===== config.mk =====
export PLATFORM = sky130hd
export DESIGN_NAME = ahb_lite_slave_controller
export DESIGN_NICKNAME = d
export VERILOG_FILES = /design/src/rtl/ahb_lite_slave_controller.sv
export SDC_FILE = /design/constraint.sdc
export NUM_CORES = 1
export LEC_CHECK = 0
export ABC_AREA = 1
export CORE_ASPECT_RATIO = 1.2
export CORE_MARGIN = 2
export CORE_UTILIZATION = 40
export DETAILED_ROUTE_END_ITERATION = 7
export PLACE_DENSITY = 0.84
export RECOVER_POWER = 100
export SKIP_CTS_REPAIR_TIMING = 1
export SYNTH_ARGS = -nofsm -noshare
export SYNTH_HDL_FRONTEND = slang
export SYNTH_SLANG_ARGS = --single-unit
export TNS_END_PERCENT = 50

===== constraint.sdc =====
create_clock -name HCLK -period 1.85 [get_ports HCLK]
set_input_delay 0.37 -clock HCLK [delete_from_list [all_inputs] [get_ports HCLK]]
set_output_delay 0.37 -clock HCLK [all_outputs]
set_load 0.03 [all_outputs]

===== src/rtl/ahb_lite_slave_controller.sv =====
// ---------------------------------------------------------------------------
// ahb_lite_slave_controller
//
// Purpose:
//   AHB-Lite slave front end. It accepts address phases from the bus, latches
//   the transfer attributes for a backend, and then runs the data phase. The
//   data phase is either a backend access (with wait states) or the standard
//   two-cycle AHB ERROR response.
//
// Optional feature:
//   AHB_SLAVE_TIMEOUT_EN - when defined, a watchdog bounds the wait states
//   spent in ACCESS to TIMEOUT_CYCLES cycles. A transfer that runs out of time
//   ends with an ERROR response. When it is undefined, ACCESS waits for be_ack
//   indefinitely and no counter is built.
//
// Ports:
//   HCLK, HRESETn  clock; asynchronous active-low reset
//   HSELx          slave select
//   HADDR[31:0]    address-phase address
//   HWRITE         address-phase direction (1 = write)
//   HSIZE[2:0]     address-phase transfer size
//   HTRANS[1:0]    IDLE=00, BUSY=01, NONSEQ=10, SEQ=11
//   HREADY         bus-level ready (previous data phase done)
//   HREADYOUT      slave ready for the current data phase
//   HRESP          slave response (1 = ERROR)
//   be_req         backend request, high exactly while in ACCESS
//   be_write       latched HWRITE
//   be_addr[31:0]  latched HADDR
//   be_size[2:0]   latched HSIZE
//   be_ack         backend completes the access this cycle
//   be_err         backend error, meaningful only together with be_ack
//   fsm_state[1:0] current state (IDLE=0, ACCESS=1, ERR1=2, ERR2=3), debug only
//
// Backend handshake:
//   be_req behaves as a valid and be_ack as a ready. The request and the
//   be_write/be_addr/be_size attributes stay stable from the first ACCESS cycle
//   until the cycle in which be_ack is sampled high. That cycle ends the
//   access, and be_err is only looked at in that cycle. be_ack and be_err are
//   ignored in every other state.
// ---------------------------------------------------------------------------
module ahb_lite_slave_controller #(
  parameter int unsigned TIMEOUT_CYCLES = 16
) (
  input  logic        HCLK,
  input  logic        HRESETn,
  input  logic        HSELx,
  input  logic [31:0] HADDR,
  input  logic        HWRITE,
  input  logic [2:0]  HSIZE,
  input  logic [1:0]  HTRANS,
  input  logic        HREADY,
  output logic        HREADYOUT,
  output logic        HRESP,
  output logic        be_req,
  output logic        be_write,
  output logic [31:0] be_addr,
  output logic [2:0]  be_size,
  input  logic        be_ack,
  input  logic        be_err,
  output logic [1:0]  fsm_state
);

  localparam logic [1:0] ST_IDLE   = 2'd0;
  localparam logic [1:0] ST_ACCESS = 2'd1;
  localparam logic [1:0] ST_ERR1   = 2'd2;
  localparam logic [1:0] ST_ERR2   = 2'd3;

  logic [1:0] state;
  logic [1:0] state_nxt;
  logic       accept;
  logic       illegal;
  logic       take;
  logic       timeout;
  logic       unused_htrans_lsb;

  // Only HTRANS[1] separates NONSEQ/SEQ from IDLE/BUSY.
  assign accept            = HSELx & HTRANS[1] & HREADY;
  assign unused_htrans_lsb = HTRANS[0];

  // Sizes above a word are not supported. Halfword and word transfers must be
  // naturally aligned.
  always_comb begin
    illegal = 1'b0;
    case (HSIZE)
      3'd0:    illegal = 1'b0;
      3'd1:    illegal = HADDR[0];
      3'd2:    illegal = |HADDR[1:0];
      default: illegal = 1'b1;
    endcase
  end

  // take marks the cycles in which the FSM may start a new transfer: IDLE,
  // the successful last cycle of ACCESS, and ERR2. In all three cycles
  // HREADYOUT is 1, so the address phase on the bus really belongs to us.
  always_comb begin
    state_nxt = state;
    take      = 1'b0;
    case (state)
      ST_IDLE: begin
        take = accept;
      end
      ST_ACCESS: begin
        if (be_ack) begin
          if (be_err) begin
            state_nxt = ST_ERR1;
          end else begin
            state_nxt = ST_IDLE;
            take      = accept;
          end
        end else if (timeout) begin
          state_nxt = ST_ERR1;
        end
      end
      ST_ERR1: begin
        state_nxt = ST_ERR2;
      end
      ST_ERR2: begin
        state_nxt = ST_IDLE;
        take      = accept;
      end
      default: begin
        state_nxt = ST_IDLE;
      end
    endcase
    if (take) begin
      state_nxt = illegal ? ST_ERR1 : ST_ACCESS;
    end
  end

  always_ff @(posedge HCLK or negedge HRESETn) begin
    if (!HRESETn) begin
      state <= ST_IDLE;
    end else begin
      state <= state_nxt;
    end
  end

  // The attributes are latched on every accept, including illegal ones, so
  // be_addr always shows the transfer currently in its data phase.
  always_ff @(posedge HCLK or negedge HRESETn) begin
    if (!HRESETn) begin
      be_write <= 1'b0;
      be_addr  <= '0;
      be_size  <= '0;
    end else if (take) begin
      be_write <= HWRITE;
      be_addr  <= HADDR;
      be_size  <= HSIZE;
    end
  end

`ifdef AHB_SLAVE_TIMEOUT_EN
  // The wait counter counts ACCESS cycles without be_ack. It only has to
  // reach TIMEOUT_CYCLES-1, because leaving ACCESS stops it there.
  localparam int CW = (TIMEOUT_CYCLES > 1) ? $clog2(TIMEOUT_CYCLES) : 1;
  localparam logic [CW-1:0] WAIT_LIMIT = CW'(TIMEOUT_CYCLES - 1);

  logic [CW-1:0] wait_cnt;

  // Every entry into ACCESS goes through take, so clearing on take also
  // restarts the count for back-to-back transfers.
  always_ff @(posedge HCLK or negedge HRESETn) begin
    if (!HRESETn) begin
      wait_cnt <= '0;
    end else if (take) begin
      wait_cnt <= '0;
    end else if ((state == ST_ACCESS) && !be_ack) begin
      wait_cnt <= wait_cnt + CW'(1);
    end
  end

  assign timeout = (state == ST_ACCESS) && !be_ack && (wait_cnt == WAIT_LIMIT);
`else
  assign timeout = 1'b0;

  // TIMEOUT_CYCLES stays part of the interface in every build. Here it is
  // only referenced, and nothing is generated from it.
  if (TIMEOUT_CYCLES == 0) begin : g_no_watchdog
  end
`endif

  // All outputs are decoded from the state register. The only exception is
  // HREADYOUT in ACCESS, which must follow be_ack in the same cycle.
  always_comb begin
    HREADYOUT = 1'b1;
    HRESP     = 1'b0;
    case (state)
      ST_IDLE: begin
        HREADYOUT = 1'b1;
        HRESP     = 1'b0;
      end
      ST_ACCESS: begin
        HREADYOUT = be_ack & ~be_err;
        HRESP     = 1'b0;
      end
      ST_ERR1: begin
        HREADYOUT = 1'b0;
        HRESP     = 1'b1;
      end
      ST_ERR2: begin
        HREADYOUT = 1'b1;
        HRESP     = 1'b1;
      end
      default: begin
        HREADYOUT = 1'b1;
        HRESP     = 1'b0;
      end
    endcase
  end

  assign be_req    = (state == ST_ACCESS);
  assign fsm_state = state;

endmodule


==> results by group, run 1 <==
Placement
  – Routability cong.: 0.701
  – Placed Area: 0.00262 sq mm
  – DP Wirelength: 2920 um
  – Post-place setup slack: 35.9 ps
  – Port bufs: 83

Global routing
  – Overall routing resource usage: 0.167
  – Initial antenna violation count: 0
  – Total congestion overflow: 0
  – Largest net degree at the start of global routing: 22
  – First-pass GRT wire length: 6430 um
  – Vias in the first global route: 1379

Route
  – Wire per inst: 11.1 um
  – Routed vias/inst: 4.34
  – Drt first pass iters: 4
  – Antenna Nets Post-Route: 0
  – Routed Wire Length: 3720 um
  – Initial DRC count: 32
  – Residual DRC: 0
  – Via Count: 1451

Power and ir drop
  – Switch Pwr: 0.00212 W
  – Clock share of power: 0.120
  – Pwr Density: 1770 mW/mm^2
  – Pint: 0.00256 W
  – VDD IR max: 0.788 mV
  – Register share of total power: 0.315
  – LEAKAGE: 1.35 nW
  – Combinational group share of total power: 0.565
  – Net Sw Frac: 0.453

Timing
  – Final Critical Period: 1760 ps
  – Final hold vios: 0
  – Worst Skew: 5.22 ps
  – Hold Slack: 213 ps
  – Setup WS post-layout: 88.3 ps
  – Unrepaired setup endpoints after global routing: false
  – Final Setup Violations: 0
  – Fmax: 568 MHz
  – Worst Tran Pin Value: 958 ps
  – Worst slew margin: 0.361
  – Pins Over Slew Limit: 0
  – Period utilisation layout: 0.952
  – Setup_tns: 0 ps

CTS
  – Skew-Pair Late Insertion Delay: 280 ps
  – Clock Tree Root: clkbuf_8
  – H-tree depth: 2
  – Clk sinks: 38
  – Total CTS buffers: 5
  – Reg clk slew, reported paths: 70 ps
  – CTS tree: done
  – CTS max path bufs: 2

Critical path
  – Critical Path Start Type: register
  – Critical Path AT: 1390 ps
  – Worst Path Max Fanout: 2
  – Critical-path top delay cell: dlygate4sd3_1
  – Crit path cell chain: dlygate4sd3_1
  – Crit path buffers/inverters: 1
  – Crit. End Element: output pin
  – Critical Path RT: 1480 ps
  – Reg2reg setup slack: 170 ps
  – Critical path's largest stage delay: 760 ps
  – CP top delay family: buffers and inverters
  – Critical path class: register to output pin

Final layout
  – Synthesis-to-finish area growth: 51.8%
  – Share of cells above drive strength 1: 0.133
  – Post-route cell area: 0.00264 sq mm
  – Post-route core utilization: 0.625
  – Fill count: 372
  – Diodes inserted: 0
  – Nets@finish: 324

Synthesis
  – EDFF count, synth: 0
  – Fraction of registers with async set/reset: 1.00
  – Cells after Synth: 188
  – Synth Register Bits: 38
  – Ranking of synthesized cells by area: dfrtp_1 55%, nand2_1 17%, nand2_2 11%, buf_12 3.4%, ha_1 2.2%
  – Share of the synthesized area in the top cell type: 0.546
  – Top post-synthesis cells by count: 79 x nand2_1, 38 x dfrtp_1, 31 x nand2_2
  – Top-count cell post-synth: nand2_1
  – Register area share after synthesis: 0.546
  – Synthesized area: 0.00174 sq mm
  – Post-synth top area cell: dfrtp_1
  – Number of distinct library cells after synthesis: 20
  – Main flop type after synthesis: dfrtp_1
  – Synth Area per Inst: 9.26 sq um
  – Yosys Warn Count: 0
  – Syn nets: 235

Outcome
  – Status: completed

Job
  – Max Cap Viol: 0

Floorplan
  – DIE WIDTH: 64.2 um
  – Top Ports: 85
  – Die height: 76.3 um
  – Placement row count: 26
  – Die footprint: 0.00490 sq mm
  – Starting density of the core: 0.412
  – Total core area: 0.00423 sq mm

Hold path
  – Class of the worst hold path: primary input to asynchronous set/reset pin
## layer usage
layer,vias up,part of all wire,GRT usage
met5,-,0,0
li1,741,-,-
met2,46,0.51,0.279
met1,658,0.40,0.205
met3,6,0.078,0.0576
met4,0,0.012,0.0447
## worst paths after layout
| path | start | end | depth (start not counted) |
|---|---|---|---|
| hold reg to reg | be_addr[26]$_DFFE_PN0P_ | be_addr[26]$_DFFE_PN0P_ | 2 |
| setup / recovery | be_addr[6]$_DFFE_PN0P_ | be_addr[6] | 1 |
| min in group HCLK | be_addr[26]$_DFFE_PN0P_ | be_addr[26]$_DFFE_PN0P_ | 2 |
| setup reg to reg | fsm_state[1]$_DFFE_PN0P_ | be_addr[19]$_DFFE_PN0P_ | 8 |
| hold / removal | HRESETn | be_addr[24]$_DFFE_PN0P_ | 1 |
| max in group asynchronous | HRESETn | be_addr[22]$_DFFE_PN0P_ | 2 |
## cell families (layout without fill, tap and decap cells)
| family | after synthesis | in the layout | synth area share |
|---|---|---|---|
| simple gates | 119 | 119 | 0.325 |
| compound gates | 9 | 9 | 0.0273 |
| fa+ha+maj | 3 | 3 | 0.0216 |
| buf+inv | 19 | 109 | 0.0797 |
| flops | 38 | 38 | 0.546 |
## layout by cell type, fill, tap and decap left out, types with 2 or more instances in the layout
| cell type | instances |
|---|---|
| buf_4 | 3 |
| clkbuf_1 | 4 |
| ha_1 | 2 |
| o21ai_1 | 4 |
| nand2_1 | 94 |
| nand3_1 | 5 |
| clkbuf_8 | 6 |
| inv_1 | 10 |
| a21oi_1 | 2 |
| nand2_2 | 17 |
| dlygate4sd3_1 | 36 |
| clkdlybuf4s50_1 | 43 |
| dfrtp_1 | 38 |
## flip-flops by register name (all words and copies together), names as in the netlist
signal,cells
be_addr,32
be_size,3
be_write,1
fsm_state,2
## cell type report
| cell class | count | area [sq um] | area share |
|---|---|---|---|
| Timing Repair Buffer | 89 | 868 | 0.328 |
| Inverter | 12 | 52.6 | 0.0199 |
| Clock buffer | 7 | 86.3 | 0.0327 |
| Sequential cell | 38 | 951 | 0.360 |
| Multi-Input combinational cell | 131 | 611 | 0.231 |
| Clock inverter | 1 | 5.00 | 0.00189 |
| Tap cell | 56 | 70.1 | 0.0265 |
## power by group through the flow
stage | Sequential, W | Combinational [W] | Clock, W
6_report | 0.00147 | 0.00264 | 0.000560
3_3_place_gp | 0.00149 | 0.00284 | 0
3_5_place_dp | 0.00151 | 0.00288 | 0
4_1_cts | 0.00150 | 0.00289 | 0.000585
2_1_floorplan | 0.00235 | 0.000824 | 0
5_1_grt | 0.00154 | 0.00286 | 0.000622
## stage by stage
step / std cells / total power, W
global route: 334 / 0.00502
floorplan: 188 / 0.00317
CTS: 334 / 0.00498
global placement: 326 / 0.00433
finish: 334 / 0.00468
detailed placement: 326 / 0.00439
No activity file was read; power rests on OpenSTA's default activity.
==> run 2, diff against run 1 <==
--- a/config.mk
+++ b/config.mk
@@ -5,12 +5,11 @@
 export SDC_FILE = /design/constraint.sdc
 export NUM_CORES = 1
 export LEC_CHECK = 0
-export ABC_AREA = 1
 export CORE_ASPECT_RATIO = 1.2
 export CORE_MARGIN = 2
 export CORE_UTILIZATION = 40
 export DETAILED_ROUTE_END_ITERATION = 7
-export PLACE_DENSITY = 0.84
+export PLACE_DENSITY = 0.85
 export RECOVER_POWER = 100
 export SKIP_CTS_REPAIR_TIMING = 1
 export SYNTH_ARGS = -nofsm -noshare
==> results by group, run 2 <==
Route
  – Drt first pass iters: 3
  – Antenna Nets Post-Route: 0
  – Routed vias/inst: 4.78
  – Via Count: 1244
  – Initial DRC count: 28
  – Residual DRC: 0
  – Routed Wire Length: 4160 um
  – Wire per inst: 16.0 um

Floorplan
  – Placement row count: 26
  – Total core area: 0.00420 sq mm
  – Starting density of the core: 0.410
  – Top Ports: 85
  – DIE WIDTH: 63.9 um
  – Die footprint: 0.00484 sq mm
  – Die height: 75.8 um

Critical path
  – Worst Path Max Fanout: 6
  – Critical-path top delay cell: dfrtp_1
  – Crit path cell chain: buf_6 -> inv_4 -> ha_4 -> nand3b_1 -> o21ai_1 -> buf_4
  – Critical Path Start Type: register
  – Critical path class: register to output pin
  – CP top delay family: flip-flops
  – Origin of the critical flop-to-flop path: fsm_state[1]$_DFFE_PN0P_
  – Critical path's largest stage delay: 430 ps
  – Crit path buffers/inverters: 3
  – Reg2reg setup slack: 30 ps
  – Critical Path AT: 1450 ps
  – Reg2reg path depth: 6
  – Crit. End Element: output pin
  – RR Endpoint: be_addr[7]$_DFFE_PN0P_
  – Critical Path RT: 1480 ps

Synthesis
  – Ranking of synthesized cells by area: dfrtp_1 55%, mux2_4 31%, buf_8 2.6%, ha_1 2.2%, o21ai_0 1.2%
  – Top post-synthesis cells by count: 38 x dfrtp_1, 35 x mux2_4, 5 x inv_1
  – Register area share after synthesis: 0.553
  – Share of the synthesized area in the top cell type: 0.553
  – Syn nets: 151
  – Synthesized area: 0.00172 sq mm
  – Post-synth top area cell: dfrtp_1
  – Yosys Warn Count: 0
  – Synth Area per Inst: 16.5 sq um
  – Top-count cell post-synth: dfrtp_1
  – Synth Register Bits: 38
  – Cells after Synth: 104
  – Number of distinct library cells after synthesis: 20
  – EDFF count, synth: 0
  – Main flop type after synthesis: dfrtp_1
  – Fraction of registers with async set/reset: 1.00

Timing
  – Worst Tran Pin Value: 917 ps
  – Final Critical Period: 1820 ps
  – Final hold vios: 0
  – Period utilisation layout: 0.985
  – Final Setup Violations: 0
  – Worst Skew: 7.55 ps
  – Pins Over Slew Limit: 0
  – Setup WS post-layout: 28.3 ps
  – Unrepaired setup endpoints after global routing: true
  – Fmax: 549 MHz
  – Worst slew margin: 0.388

Final layout
  – Post-route cell area: 0.00284 sq mm
  – Fill count: 292
  – Synthesis-to-finish area growth: 64.8%
  – Post-route core utilization: 0.676
  – Commonest cells after routing, fill and taps aside: 42 x clkdlybuf4s50_1, 37 x dfrtp_1, 36 x dlygate4sd3_1
  – Largest Register: be_addr
  – Nets@finish: 250
  – Share of cells above drive strength 1: 0.328
  – Most common library cell in the layout ignoring fill and taps: clkdlybuf4s50_1
  – Diodes inserted: 0
  – Max FFs per register: 32

CTS
  – H-tree depth: 2
  – Clock Tree Root: clkbuf_8
  – Reg clk slew, reported paths: 80 ps
  – CTS max path bufs: 2
  – CTS tree: done
  – Total CTS buffers: 5
  – Clk sinks: 38
  – Skew-Pair Late Insertion Delay: 280 ps

Hold path
  – Class of the worst hold path: primary input to asynchronous set/reset pin

Power and ir drop
  – Pwr Density: 1810 mW/mm^2
  – LEAKAGE: 1.39 nW
  – VDD IR max: 0.836 mV

Global routing
  – Total congestion overflow: 0
  – Vias in the first global route: 1249
  – Initial antenna violation count: 0
  – Overall routing resource usage: 0.162
  – First-pass GRT wire length: 5930 um
  – Largest net degree at the start of global routing: 39

Job
  – Max Cap Viol: 0

Outcome
  – Status: completed

Placement
  – Routability cong.: 0.672
  – Post-place setup slack: -41.8 ps
  – Placed Area: 0.00265 sq mm
  – Port bufs: 83
  – DP Wirelength: 2960 um
[run 2: worst max-delay path by stage]
| stage | startpoint | endpoint | depth (start not counted) |
|---|---|---|---|
| after floorplan | fsm_state[1]$_DFFE_PN0P_ | be_addr[0]$_DFFE_PN0P_ | 6 |
| after global placement | fsm_state[0]$_DFFE_PN0P_ | HRESP | 3 |
| after detailed placement | be_err | be_addr[24]$_DFFE_PN0P_ | 5 |
| after CTS | fsm_state[0]$_DFFE_PN0P_ | HRESP | 4 |
| after global routing | fsm_state[1]$_DFFE_PN0P_ | HREADYOUT | 6 |
| final | fsm_state[1]$_DFFE_PN0P_ | HREADYOUT | 6 |
[run 2: power by group]
part	total [W]	switching [W]	internal, W
clock	0.000579	0.000280	0.000299
combinational	0.00306	0.00156	0.00151
sequential	0.00149	0.000240	0.00125
[run 2: stage by stage]
step	TNS [ps]	instances	hold slack [ps]	power, W
after floorplan	0	104	74.4	0.00338
after global placement	-13.0	246	468	0.00454
after detailed placement	-964	246	481	0.00463
after CTS	-748	254	215	0.00523
after global routing	-251	260	290	0.00539
final	0	260	213	0.00513
[run 2: cell families after synthesis]
kind of cell | Yosys count | share of synthesized area
simple gates | 6 | 0.0255
mux | 35 | 0.305
flops | 38 | 0.553
fa+ha+maj | 3 | 0.0218
buf+inv | 9 | 0.0436
compound gates | 13 | 0.0509
[run 2: layout make-up]
cell class / instances / area [sq um] / share of cell area
clock inverter: 2 / 12.5 / 0.00441
multi-input combinational: 57 / 709 / 0.250
clock buffer: 6 / 82.6 / 0.0291
tap: 56 / 70.1 / 0.0247
inverter: 5 / 21.3 / 0.00750
timing repair buffer: 96 / 987 / 0.348
sequential: 38 / 952 / 0.336
[run 2: worst reg2reg max path, cell delays in order, from the launching register on]
cell and delay [ps]:
dfrtp_1 430, ha_2 200, buf_6 120, nand4b_1 200, a21o_4 280, clkbuf_16 180
mux2_4 300
[run 2: metal layers]
| layer | GRT usage | vias up | part of all wire |
|---|---|---|---|
| li1 | - | 571 | - |
| met1 | 0.180 | 602 | 0.37 |
| met2 | 0.286 | 60 | 0.54 |
| met3 | 0.0532 | 11 | 0.068 |
| met4 | 0.0749 | 0 | 0.026 |
| met5 | 0 | - | 0 |
==> run 3, diff against run 2 <==
--- a/config.mk
+++ b/config.mk
@@ -5,12 +5,14 @@
 export SDC_FILE = /design/constraint.sdc
 export NUM_CORES = 1
 export LEC_CHECK = 0
+export ABC_AREA = 1
 export CORE_ASPECT_RATIO = 1.2
 export CORE_MARGIN = 2
 export CORE_UTILIZATION = 40
 export DETAILED_ROUTE_END_ITERATION = 7
-export PLACE_DENSITY = 0.85
+export PLACE_DENSITY = 0.79
 export RECOVER_POWER = 100
+export REMOVE_ABC_BUFFERS = 1
 export SKIP_CTS_REPAIR_TIMING = 1
 export SYNTH_ARGS = -nofsm -noshare
 export SYNTH_HDL_FRONTEND = slang
==> results by group, run 3 (synthesized netlist as in run 1, its figures left out) <==
Final layout
  – Max FFs per register: 32
  – Commonest cells after routing, fill and taps aside: 79 x nand2_1, 79 x clkdlybuf4s50_1, 37 x dfrtp_1
  – Share of cells above drive strength 1: 0.183
  – Nets@finish: 324
  – Post-route core utilization: 0.639
  – Post-route cell area: 0.00270 sq mm
  – Diodes inserted: 0
  – Largest Register: be_addr
  – Synthesis-to-finish area growth: 55.1%

Timing
  – Worst slew margin: 0.299
  – Period utilisation layout: 0.991
  – Final Critical Period: 1830 ps
  – Unrepaired setup endpoints after global routing: true
  – Final Setup Violations: 0
  – Pins Over Slew Limit: 0
  – Worst Skew: 2.06 ps
  – Final hold vios: 0
  – Worst Tran Pin Value: 1050 ps
  – Fmax: 545 MHz

Critical path
  – Reg2reg setup slack: 90 ps
  – Critical Path AT: 1460 ps
  – Critical path startpoint: fsm_state[1]$_DFFE_PN0P_
  – Reg2reg path depth: 10
  – Critical path class: register to output pin
  – Crit. End Element: output pin
  – Critical Path RT: 1480 ps
  – Crit path capture: HREADYOUT
  – Critical Path Start Type: register
  – RR Endpoint: be_addr[13]$_DFFE_PN0P_
  – Worst Path Max Fanout: 5
  – Origin of the critical flop-to-flop path: fsm_state[0]$_DFFE_PN0P_

Floorplan
  – Die height: 76.3 um
  – Top Ports: 85
  – Starting density of the core: 0.412
  – DIE WIDTH: 64.2 um
  – Die footprint: 0.00490 sq mm
  – Total core area: 0.00423 sq mm
  – Placement row count: 26

CTS
  – Reg clk slew, reported paths: 70 ps
  – Skew-Pair Late Insertion Delay: 280 ps
  – Total CTS buffers: 5
  – Clk sinks: 38
  – CTS tree: done
  – CTS max path bufs: 2
  – H-tree depth: 2
  – Clock Tree Root: clkbuf_8

Global routing
  – Vias in the first global route: 1414
  – Routing usage on met3: 0.0458
  – Overall routing resource usage: 0.164
  – Grt met2 use: 0.284
  – GRT busiest layer: met2
  – Global routing usage on met1: 0.197
  – Initial antenna violation count: 0
  – First-pass GRT wire length: 6330 um
  – Total congestion overflow: 0
  – Largest net degree at the start of global routing: 23

Route
  – Wire per inst: 11.2 um
  – Routed Wire Length: 3750 um
  – Via Count: 1454
  – Initial DRC count: 53
  – Residual DRC: 0
  – Routed vias/inst: 4.35
  – Drt first pass iters: 4
  – Antenna Nets Post-Route: 0

Power and ir drop
  – Combinational group share of total power: 0.575
  – Register share of total power: 0.309
  – LEAKAGE: 1.33 nW
  – Pint: 0.00273 W
  – Net Sw Frac: 0.442
  – Clock share of power: 0.116
  – Pwr Density: 1810 mW/mm^2
  – VDD IR max: 0.869 mV
  – Switch Pwr: 0.00216 W

Outcome
  – Status: completed

Placement
  – DP Wirelength: 2870 um
  – Routability cong.: 0.759
  – Placed Area: 0.00263 sq mm
  – Port bufs: 83

Hold path
  – Class of the worst hold path: primary input to asynchronous set/reset pin

Job
  – Max Cap Viol: 0
run 3: cell types whose count changed in the layout (fill, tap and decap cells not counted), sizes merged, moves of 7 or more:
cell	change
mux2	-35
nand2	+111
clkdlybuf4s50	+37
buf	-7
inv	+7
dlygate4sd3	-36
run 3: power groups by stage:
stage	Sequential [W]	Clock, W	Combinational (W)
detailed placement	0.00151	0	0.00287
finish	0.00151	0.000567	0.00281
global placement	0.00150	0	0.00283
CTS	0.00151	0.000590	0.00287
floorplan	0.00235	0	0.000765
global route	0.00157	0.000627	0.00301
run 3: critical path, stage by stage, from the launching register on:
cell,delay [ps]
dfrtp_2,440
inv_1,80
ha_1,160
buf_4,140
nand3_2,100
o21ai_1,100
buf_4,180
run 3: routing by layer:
| layer | up-vias | part of all wire |
|---|---|---|
| li1 | 742 | - |
| met1 | 654 | 0.41 |
| met2 | 53 | 0.51 |
| met3 | 5 | 0.068 |
| met4 | 0 | 0.011 |
| met5 | - | 0 |
run 3: worst min path at each step:
stage | slack (ps) | endpoint | startpoint
after detailed placement | 340 | be_addr[26]$_DFFE_PN0P_ | HRESETn
after global routing | 360 | be_addr[11]$_DFFE_PN0P_ | HRESETn
after CTS | 40 | be_addr[26]$_DFFE_PN0P_ | HRESETn
final | 260 | be_addr[11]$_DFFE_PN0P_ | HRESETn
after global placement | 340 | be_addr[26]$_DFFE_PN0P_ | HRESETn
after floorplan | 70 | be_addr[0]$_DFFE_PN0P_ | HRESETn
run 3: area by class of cell:
class,count,area [sq um]
tap,56,70.1
inverter,12,52.6
multi-input combinational,131,644
clock buffer,7,86.3
clock inverter,1,5.00
timing repair buffer,89,891
fill,381,1530
sequential,38,952
run 3: metrics by stage:
stage / setup WS [ps] / instances / TNS, ps / hold WS [ps] / power [W]
after floorplan: -223 / 181 / -364 / 74.4 / 0.00312
after global placement: 32.6 / 326 / 0 / 341 / 0.00433
after detailed placement: -0.165 / 326 / -0.165 / 345 / 0.00438
after CTS: -316 / 334 / -463 / 41.5 / 0.00497
after global routing: -72.0 / 334 / -574 / 359 / 0.00521
final: 16.8 / 334 / 0 / 255 / 0.00489
